File: config.mk
export PLATFORM = sky130hd
export DESIGN_NAME = led_seq_ctrl
export DESIGN_NICKNAME = d
export VERILOG_FILES = /design/src/rtl/led_seq_ctrl.sv
export SDC_FILE = /design/constraint.sdc
export NUM_CORES = 1
export LEC_CHECK = 0
export ABC_CLOCK_PERIOD_IN_PS = 6000
export BUFFER_PORTS_ARGS = -buffer_cell sky130_fd_sc_hd__buf_4
export CAP_MARGIN = 0
export CORE_ASPECT_RATIO = 0.5
export CORE_MARGIN = 1
export CORE_UTILIZATION = 45
export DETAILED_ROUTE_END_ITERATION = 7
export GPL_TIMING_DRIVEN = 0
export PLACE_DENSITY = 0.66
export SETUP_SLACK_MARGIN = 0.3
export SLEW_MARGIN = 10
export SYNTH_ARGS = -nofsm -noshare
export SYNTH_HDL_FRONTEND = slang
export SYNTH_SLANG_ARGS = --single-unit
export TNS_END_PERCENT = 20
File: constraint.sdc
create_clock -name clk -period 6 [get_ports clk]
set_clock_uncertainty 0.1 [all_clocks]
set_input_delay 0.9 -clock clk [delete_from_list [all_inputs] [get_ports clk]]
set_output_delay 0.9 -clock clk [all_outputs]
set_load 0.02 [all_outputs]
File: src/rtl/led_seq_ctrl.sv
// LED bank controller: a 16-byte register window (DATA, MODE, PERIOD, STATUS)
// plus a pattern engine that drives the 24 LED pins with a static pattern,
// a blinking pattern or a rotating pattern paced by a programmable prescaler.
module led_seq_ctrl #(
  parameter logic [31:0] BASE_ADDR  = 32'hFFFF_F000,
  parameter logic [31:0] DEF_PERIOD = 32'd50_000_000
) (
  input  logic        clk,
  input  logic        rst,
  input  logic        we,
  input  logic [31:0] addr,
  input  logic [31:0] wdata,
  output logic [31:0] rdata,
  output logic [23:0] led,
  output logic        tick
);

  // Engine states; the encoding is visible to software in STATUS[31:30].
  localparam logic [1:0] ST_STATIC    = 2'd0;
  localparam logic [1:0] ST_BLINK_ON  = 2'd1;
  localparam logic [1:0] ST_BLINK_OFF = 2'd2;
  localparam logic [1:0] ST_ROT       = 2'd3;

  localparam logic [1:0] OFF_DATA   = 2'd0;
  localparam logic [1:0] OFF_MODE   = 2'd1;
  localparam logic [1:0] OFF_PERIOD = 2'd2;
  localparam logic [1:0] OFF_STATUS = 2'd3;

  logic        hit_s;
  logic [1:0]  off_s;
  logic        wr_data_s;
  logic        wr_mode_s;
  logic        wr_per_s;
  logic [31:0] eff_per_s;
  logic        roll_s;

  logic [23:0] data_r;
  logic [2:0]  mode_r;
  logic [31:0] period_r;
  logic [31:0] cnt_r;
  logic [1:0]  state_r;
  logic [23:0] led_r;
  logic        tick_r;

  logic [1:0]  state_nx_s;
  logic [23:0] led_nx_s;
  logic [31:0] cnt_nx_s;
  logic        tick_nx_s;

  // Byte-lane bits of the address carry no meaning for word registers.
  logic        unused_addr_s;

  // Map a MODE field onto the engine state it starts; reserved mode 3 is static.
  function automatic logic [1:0] mode_to_state(input logic [1:0] m);
    logic [1:0] s;
    case (m)
      2'd1:    s = ST_BLINK_ON;
      2'd2:    s = ST_ROT;
      default: s = ST_STATIC;
    endcase
    return s;
  endfunction

  assign hit_s         = (addr[31:4] == BASE_ADDR[31:4]);
  assign off_s         = addr[3:2];
  assign wr_data_s     = we && hit_s && (off_s == OFF_DATA);
  assign wr_mode_s     = we && hit_s && (off_s == OFF_MODE);
  assign wr_per_s      = we && hit_s && (off_s == OFF_PERIOD);
  assign unused_addr_s = ^addr[1:0];

  // A zero period behaves like a period of one (rollover every cycle).
  assign eff_per_s = (period_r == 32'd0) ? 32'd1 : period_r;
  assign roll_s    = (state_r != ST_STATIC) && (cnt_r == (eff_per_s - 32'd1));

  // Read mux: combinational so software sees register changes without delay.
  always_comb begin
    rdata = 32'h0000_0000;
    if (hit_s) begin
      case (off_s)
        OFF_DATA:   rdata = {8'h00, data_r};
        OFF_MODE:   rdata = {29'd0, mode_r};
        OFF_PERIOD: rdata = period_r;
        OFF_STATUS: rdata = {state_r, 6'd0, led_r};
        default:    rdata = 32'h0000_0000;
      endcase
    end else begin
      rdata = 32'h0000_0000;
    end
  end

  // Engine next state: any CPU register write takes priority over a rollover,
  // which then loses both its LED change and its tick.
  always_comb begin
    state_nx_s = state_r;
    led_nx_s   = led_r;
    tick_nx_s  = 1'b0;
    if (state_r == ST_STATIC) begin
      cnt_nx_s = 32'd0;
    end else if (roll_s) begin
      cnt_nx_s = 32'd0;
    end else begin
      cnt_nx_s = cnt_r + 32'd1;
    end

    if (wr_mode_s) begin
      state_nx_s = mode_to_state(wdata[1:0]);
      cnt_nx_s   = 32'd0;
      led_nx_s   = data_r;
    end else if (wr_per_s) begin
      cnt_nx_s = 32'd0;
      if ((state_r == ST_STATIC) || (state_r == ST_BLINK_ON)) begin
        led_nx_s = data_r;
      end else begin
        led_nx_s = led_r;
      end
    end else if (wr_data_s) begin
      case (state_r)
        ST_STATIC:    led_nx_s = wdata[23:0];
        ST_BLINK_ON:  led_nx_s = wdata[23:0];
        ST_BLINK_OFF: led_nx_s = led_r;
        ST_ROT: begin
          led_nx_s = wdata[23:0];
          cnt_nx_s = 32'd0;
        end
        default:      led_nx_s = led_r;
      endcase
    end else begin
      case (state_r)
        ST_STATIC: led_nx_s = data_r;
        ST_BLINK_ON: begin
          if (roll_s) begin
            state_nx_s = ST_BLINK_OFF;
            led_nx_s   = 24'd0;
            tick_nx_s  = 1'b1;
          end else begin
            led_nx_s = data_r;
          end
        end
        ST_BLINK_OFF: begin
          if (roll_s) begin
            state_nx_s = ST_BLINK_ON;
            led_nx_s   = data_r;
            tick_nx_s  = 1'b1;
          end else begin
            led_nx_s = led_r;
          end
        end
        ST_ROT: begin
          if (roll_s) begin
            tick_nx_s = 1'b1;
            if (mode_r[2]) begin
              led_nx_s = {led_r[0], led_r[23:1]};
            end else begin
              led_nx_s = {led_r[22:0], led_r[23]};
            end
          end else begin
            led_nx_s = led_r;
          end
        end
        default: begin
          state_nx_s = ST_STATIC;
          led_nx_s   = 24'd0;
        end
      endcase
    end
  end

  // Software-visible configuration registers.
  always_ff @(posedge clk or posedge rst) begin
    if (rst) begin
      data_r   <= 24'd0;
      mode_r   <= 3'd0;
      period_r <= DEF_PERIOD;
    end else begin
      if (wr_data_s) data_r   <= wdata[23:0];
      if (wr_mode_s) mode_r   <= wdata[2:0];
      if (wr_per_s)  period_r <= wdata;
    end
  end

  // Engine state, prescaler and registered LED/tick outputs.
  always_ff @(posedge clk or posedge rst) begin
    if (rst) begin
      state_r <= ST_STATIC;
      cnt_r   <= 32'd0;
      led_r   <= 24'd0;
      tick_r  <= 1'b0;
    end else begin
      state_r <= state_nx_s;
      cnt_r   <= cnt_nx_s;
      led_r   <= led_nx_s;
      tick_r  <= tick_nx_s;
    end
  end

  assign led  = led_r;
  assign tick = tick_r;

endmodule

### Word level (Yosys, flattened, before mapping)

Cells that the tools add are included.

* input bits: 67
* output and inout port bits: 57
* flip-flop bits (word level): 118

* eq/ne operators: 18
* add/subtract/negate cells: 2
* muxes and demuxes: 31
* reduce and logical (&&, ||, !) cells: 15

Operator list (number)
* $mux W32: 8
* $mux W24: 9
* $pmux W32 S4: 1
* $pmux W24 S4: 1
* $add A32 B1 Y32 const B: 1
* $eq A32 B32 Y1: 1
* $logic_not A32 Y1: 1
* $sub A32 B1 Y32 const B: 1
* $eq A28 B28 Y1 const B: 1
* $eq A2 B2 Y1 const B: 5
* $mux W2: 5
* $ne A4 B4 Y1 const B: 2
* $pmux W2 S2: 2
* $eq A2 B1 Y1 const B: 3
* $ne A3 B3 Y1 const B: 2
* $reduce_or A3 Y1: 2
* $logic_and A1 B1 Y1: 5
* $mux W1: 5
* $ne A5 B5 Y1 const B: 1
* $reduce_and A5 Y1: 1
* $logic_not A2 Y1: 2
* $reduce_and A4 Y1: 1
* $ne A3 B2 Y1 const B: 1
* $reduce_bool A3 Y1: 1
* 4 further kinds: 4

### Longest topological paths before layout

* depth after elaboration: 11
* gate-level depth with buffers: 17
* gate-level depth less buffers: 14

### Worst setup path after synthesis

No wires, ideal clock.

* path type: register -> register
* from: reg period_r[16]
* to: reg led_r[11], in the netlist led[11]
* path buffers: 3
* slack: 1.461 ns
* library setup time: 0.127 ns
* cell stages (with the launch flop): 18
* clock period less this slack: 4.539 ns
* arrival: 4.312 ns
* cell sequence: dfrtp_1 or4_1 buf_2 or3_4 nor3_2 a31oi_1 ha_1 nor4b_2 nand4_2 nor2_2 or3_1 a2111oi_2 nand4b_2 nor3_4 o211a_1 buf_6 buf_6 mux2_1

* longest elaborated chain between the ends: 10
* elaborated cells on any way between the ends: 13

Ends and longest elaborated chain
* start, declared: line 39 `logic [31:0] period_r;`
* start signal, assigned: line 177 `if (wr_per_s) period_r <= wdata;`
* $logic_not A32 Y1: line 72 `assign eff_per_s = (period_r == 32'd0) ? 32'd1 : period_r;`
* $mux W32 *: line 72
* $sub A32 B1 Y32 *: line 73 `assign roll_s = (state_r != ST_STATIC) && (cnt_r == (eff_per_s - 32'd1));`
* $eq A32 B32 Y1 *: line 73
* $logic_and A1 B1 Y1 *: line 73
* $mux W24: line 131 `if (roll_s) begin`
* $pmux W24 S4: line 128 `case (state_r)`
* $mux W24: line 116 `end else if (wr_data_s) begin`
* $mux W24: line 109 `end else if (wr_per_s) begin`
* $mux W24: line 105 `if (wr_mode_s) begin`
* end signal, assigned: line 191 `led_r <= led_nx_s;`
* end, declared: line 42 `logic [23:0] led_r;`

Every way passes the cells marked *; elsewhere a longest branch is shown, timed or not.
A chain may end at the register's enable or synchronous reset.

### Worst setup path after layout

* from: reg period_r[16]
* to: reg led_r[15], in the netlist led[15]

The elaborated chain is that of the path after synthesis.

==> flow_summary.ini <==
[layout]
fillers = 1467
mostFrequentLayoutCells = buf_4, mux2_2, dfrtp_1, nor2_1, nand2_1
area.growth.synth_to_final_pct = 23.9
n_antenna_cell = 0
multi_input_area_um2 = 4650
layout-drive-gt1-share_pct = 33.1
final_common_cell = buf_4
fin_nets = 1015
seqCellArea_um2 = 2970

[timing]
setup_viol_count_final = 0
rsz0062_at_grt = no
fmax_mhz = 191
hold_viol_final = 0
tightest_slew_ns = 0.877
finalCritPeriodShare_pct = 87.2
relSlewSlack_pct = 41.0
final.setup.tns_ns = 0
fin_crit_ns = 5.23
finalMaxSlewViolations = 0

[setup_path]
crit_slowest_cell = or4_1
worstPathRequired_ns = 6.20
critPathMostFrequentCell = buf_6
startpoint_type = flip-flop
critPathArrivalTime_ns = 5.43
reg2reg_to = led[15]
crit_chain = or4_1 > buf_2 > or3_4 > nor3_2 > a31oi_1 > ha_1 > nor4b_2 > nand4_2 > nor2_2 > or3_1 > a2111oi_2 > nand4b_2 > nor3_4 > o211a_1 > buf_6 > buf_6 > mux2_1
cp_top_family = simple AND/OR/NAND/NOR gates
path_max_fanout = 10
regToRegSetupSlack_ns = 0.77
r2r-start = period_r[16]
slowest_delay_ns = 0.53
startpoint = period_r[16]
crit_type = reg2reg
cp-end-kind = flip-flop
endpoint = led[15]
worstRegToRegCells = 17
crit_cells = 17
cp_num_buf_inv = 3

[pwr]
p_sw_share_pct = 22.1
p_per_area_nw_per_um2 = 210
intPower_mw = 1.60
power_mw = 2.05
p_comb_share_pct = 3.7
power_frac_clock_pct = 57.4
power_switching_mw = 0.454
seqPwrFrac_pct = 38.8
vdd_drop_max_mv = 0.195
leakage_nw = 4.53

[run]
cap_viol_max_count = 0

[floorplan]
die_h_um = 95.7
core_um2 = 16800
rows = 33
initial_core_util_pct = 47.1
io-pin-count = 124
die_area_um2 = 18100
die_w_um = 189

[yosys]
synth_edf_count = 0
synthDistinctLibCells = 71
synth_seq_cells = 118
synth_fp_nets = 875
synthCells = 805
yosysSeqAreaShare_pct = 37.6
synth_area_um2 = 7890
yosys_warnings = 0
ys.flop_type = dfrtp_1
syn_area_per_cell_um2 = 9.81
synth-async-reset-ratio_pct = 100

[global_routing]
grt_pass1_wl_um = 37500
grt.overflow.total = 0
grt_usage_pct = 27.2
antenna_found_initial = 0
grt_max_degree = 84
grt_pass1_vias = 6804

[drt]
viasPerCell = 5.95
vias = 7047
drc_errors = 0
dr.pass1.iters = 5
wl_um = 23600
ant_nets = 0
wl_per_cell_um = 20.0
drt-initial-drc-count = 498

[clock_tree]
cts.root.buffer_cell = clkbuf_16
cts_buffer_depth = 2
cts-hold-fix-buffers = 0
cts_resized = 0
cts_setup_buffers = 0
htreeDepth = 4
numCtsBuffers = 17
cts_tree = yes
clk_pin_slew_ns = 0.06
clock-sinks = 118
clock_latency_ns = 0.43

[min_path]
hold_class = in2async

[placed_design]
port_buffers = 120
place_hpwl_um = 17100
place_congestion = 0.924

[outcome]
outcome = finished, final reports clean
[logic make-up (layout without fill, tap and decap cells)]
| logic type | Yosys count | after routing | share of synthesized area, % |
|---|---|---|---|
| buffers and inverters | 59 | 212 | 3.44 |
| xor gates and xnor gates | 64 | 64 | 7.10 |
| muxes | 137 | 137 | 20.3 |
| adders and majority gates | 3 | 3 | 0.476 |
| and+or+nand+nor | 277 | 277 | 18.6 |
| AOI/OAI and AO/OA | 147 | 147 | 12.5 |
| DFF | 118 | 118 | 37.6 |
[power by group through the flow]
stage	clock network [mW]	logic, mW	registers, mW
finish	1.18	0.0766	0.796
floorplan	0	0.0259	0.811
global placement	0	0.0737	0.811
global route	1.23	0.0844	0.796
CTS	1.19	0.0776	0.796
detailed placement	0	0.0774	0.810
[registers in the layout (all words and copies together) (netlist names)]
signal	flops
cnt_r	32
period_r	32
data_r	24
led	24
mode_r	3
state_r	2
tick	1
[cell type report]
type                       instances  share of cell area, %
buffer                            53                   2.55
clock buffer                      19                   4.63
clock inverter                    13                   2.24
inverter                           6                  0.281
multi-input combinational        628                   47.6
sequential                       118                   30.3
tap                              227                   2.90
timing repair buffer             121                   9.49
[cell usage after synthesis (3+ instances only)]
library cell	number	area share (%)
a211oi_1	3	0.29
a21oi_1	33	2.1
a22oi_1	21	2.0
a31oi_1	30	2.4
and2_1	11	0.87
and3_1	13	1.0
buf_1	10	0.48
buf_2	3	0.19
buf_4	4	0.38
clkbuf_1	33	1.6
dfrtp_1	106	34
dfstp_2	12	4.0
ha_1	3	0.48
inv_1	6	0.29
mux2_1	10	1.4
mux2_2	106	15
mux2_4	10	1.9
mux2i_1	8	1.0
mux4_2	3	0.86
nand2_1	57	2.7
nand2b_1	3	0.24
nand3_1	17	1.1
nand3b_1	6	0.57
nand4_1	16	1.3
nand4b_1	4	0.44
nor2_1	80	3.8
nor2b_1	7	0.55
nor3_1	15	0.95
nor3b_1	6	0.57
nor4_1	12	0.95
o211ai_1	4	0.38
o21ai_0	9	0.57
o22ai_1	24	1.9
or2_2	4	0.32
or3_1	5	0.40
or4_1	4	0.38
xnor2_1	30	3.3
xor2_1	34	3.8
[routing by layer]
layer | part of all wire [%] | up-vias | track usage, %
li1 | - | 3258 | -
met1 | 48 | 3513 | 39.1
met2 | 45 | 243 | 41.7
met3 | 6.0 | 33 | 5.12
met4 | 1.3 | 0 | 8.06
met5 | 0 | - | 0
[stage by stage]
stage | util (%) | instances | setup slack (ns) | instance area [µm²] | hold WS, ns
3_5_place_dp | 54.4 | 1153 | 0.821 | 9110 | 0.370
6_report | 58.4 | 1185 | 0.770 | 9780 | 0.358
2_1_floorplan | - | 805 | 1.46 | 7890 | 0.345
3_3_place_gp | 54.2 | 1152 | 0.306 | 9080 | 0.366
5_1_grt | 58.4 | 1185 | 0.461 | 9780 | 0.380
4_1_cts | 58.4 | 1185 | 0.795 | 9780 | 0.359
[how the worst min path moves through the flow]
stage	to	cells after the start
2_1_floorplan	mode_r[0]	2
3_3_place_gp	mode_r[0]	2
3_5_place_dp	mode_r[0]	2
4_1_cts	cnt_r[0]	2
5_1_grt	cnt_r[7]	2
6_report	cnt_r[9]	2
Power figures use the tool's default switching activity.
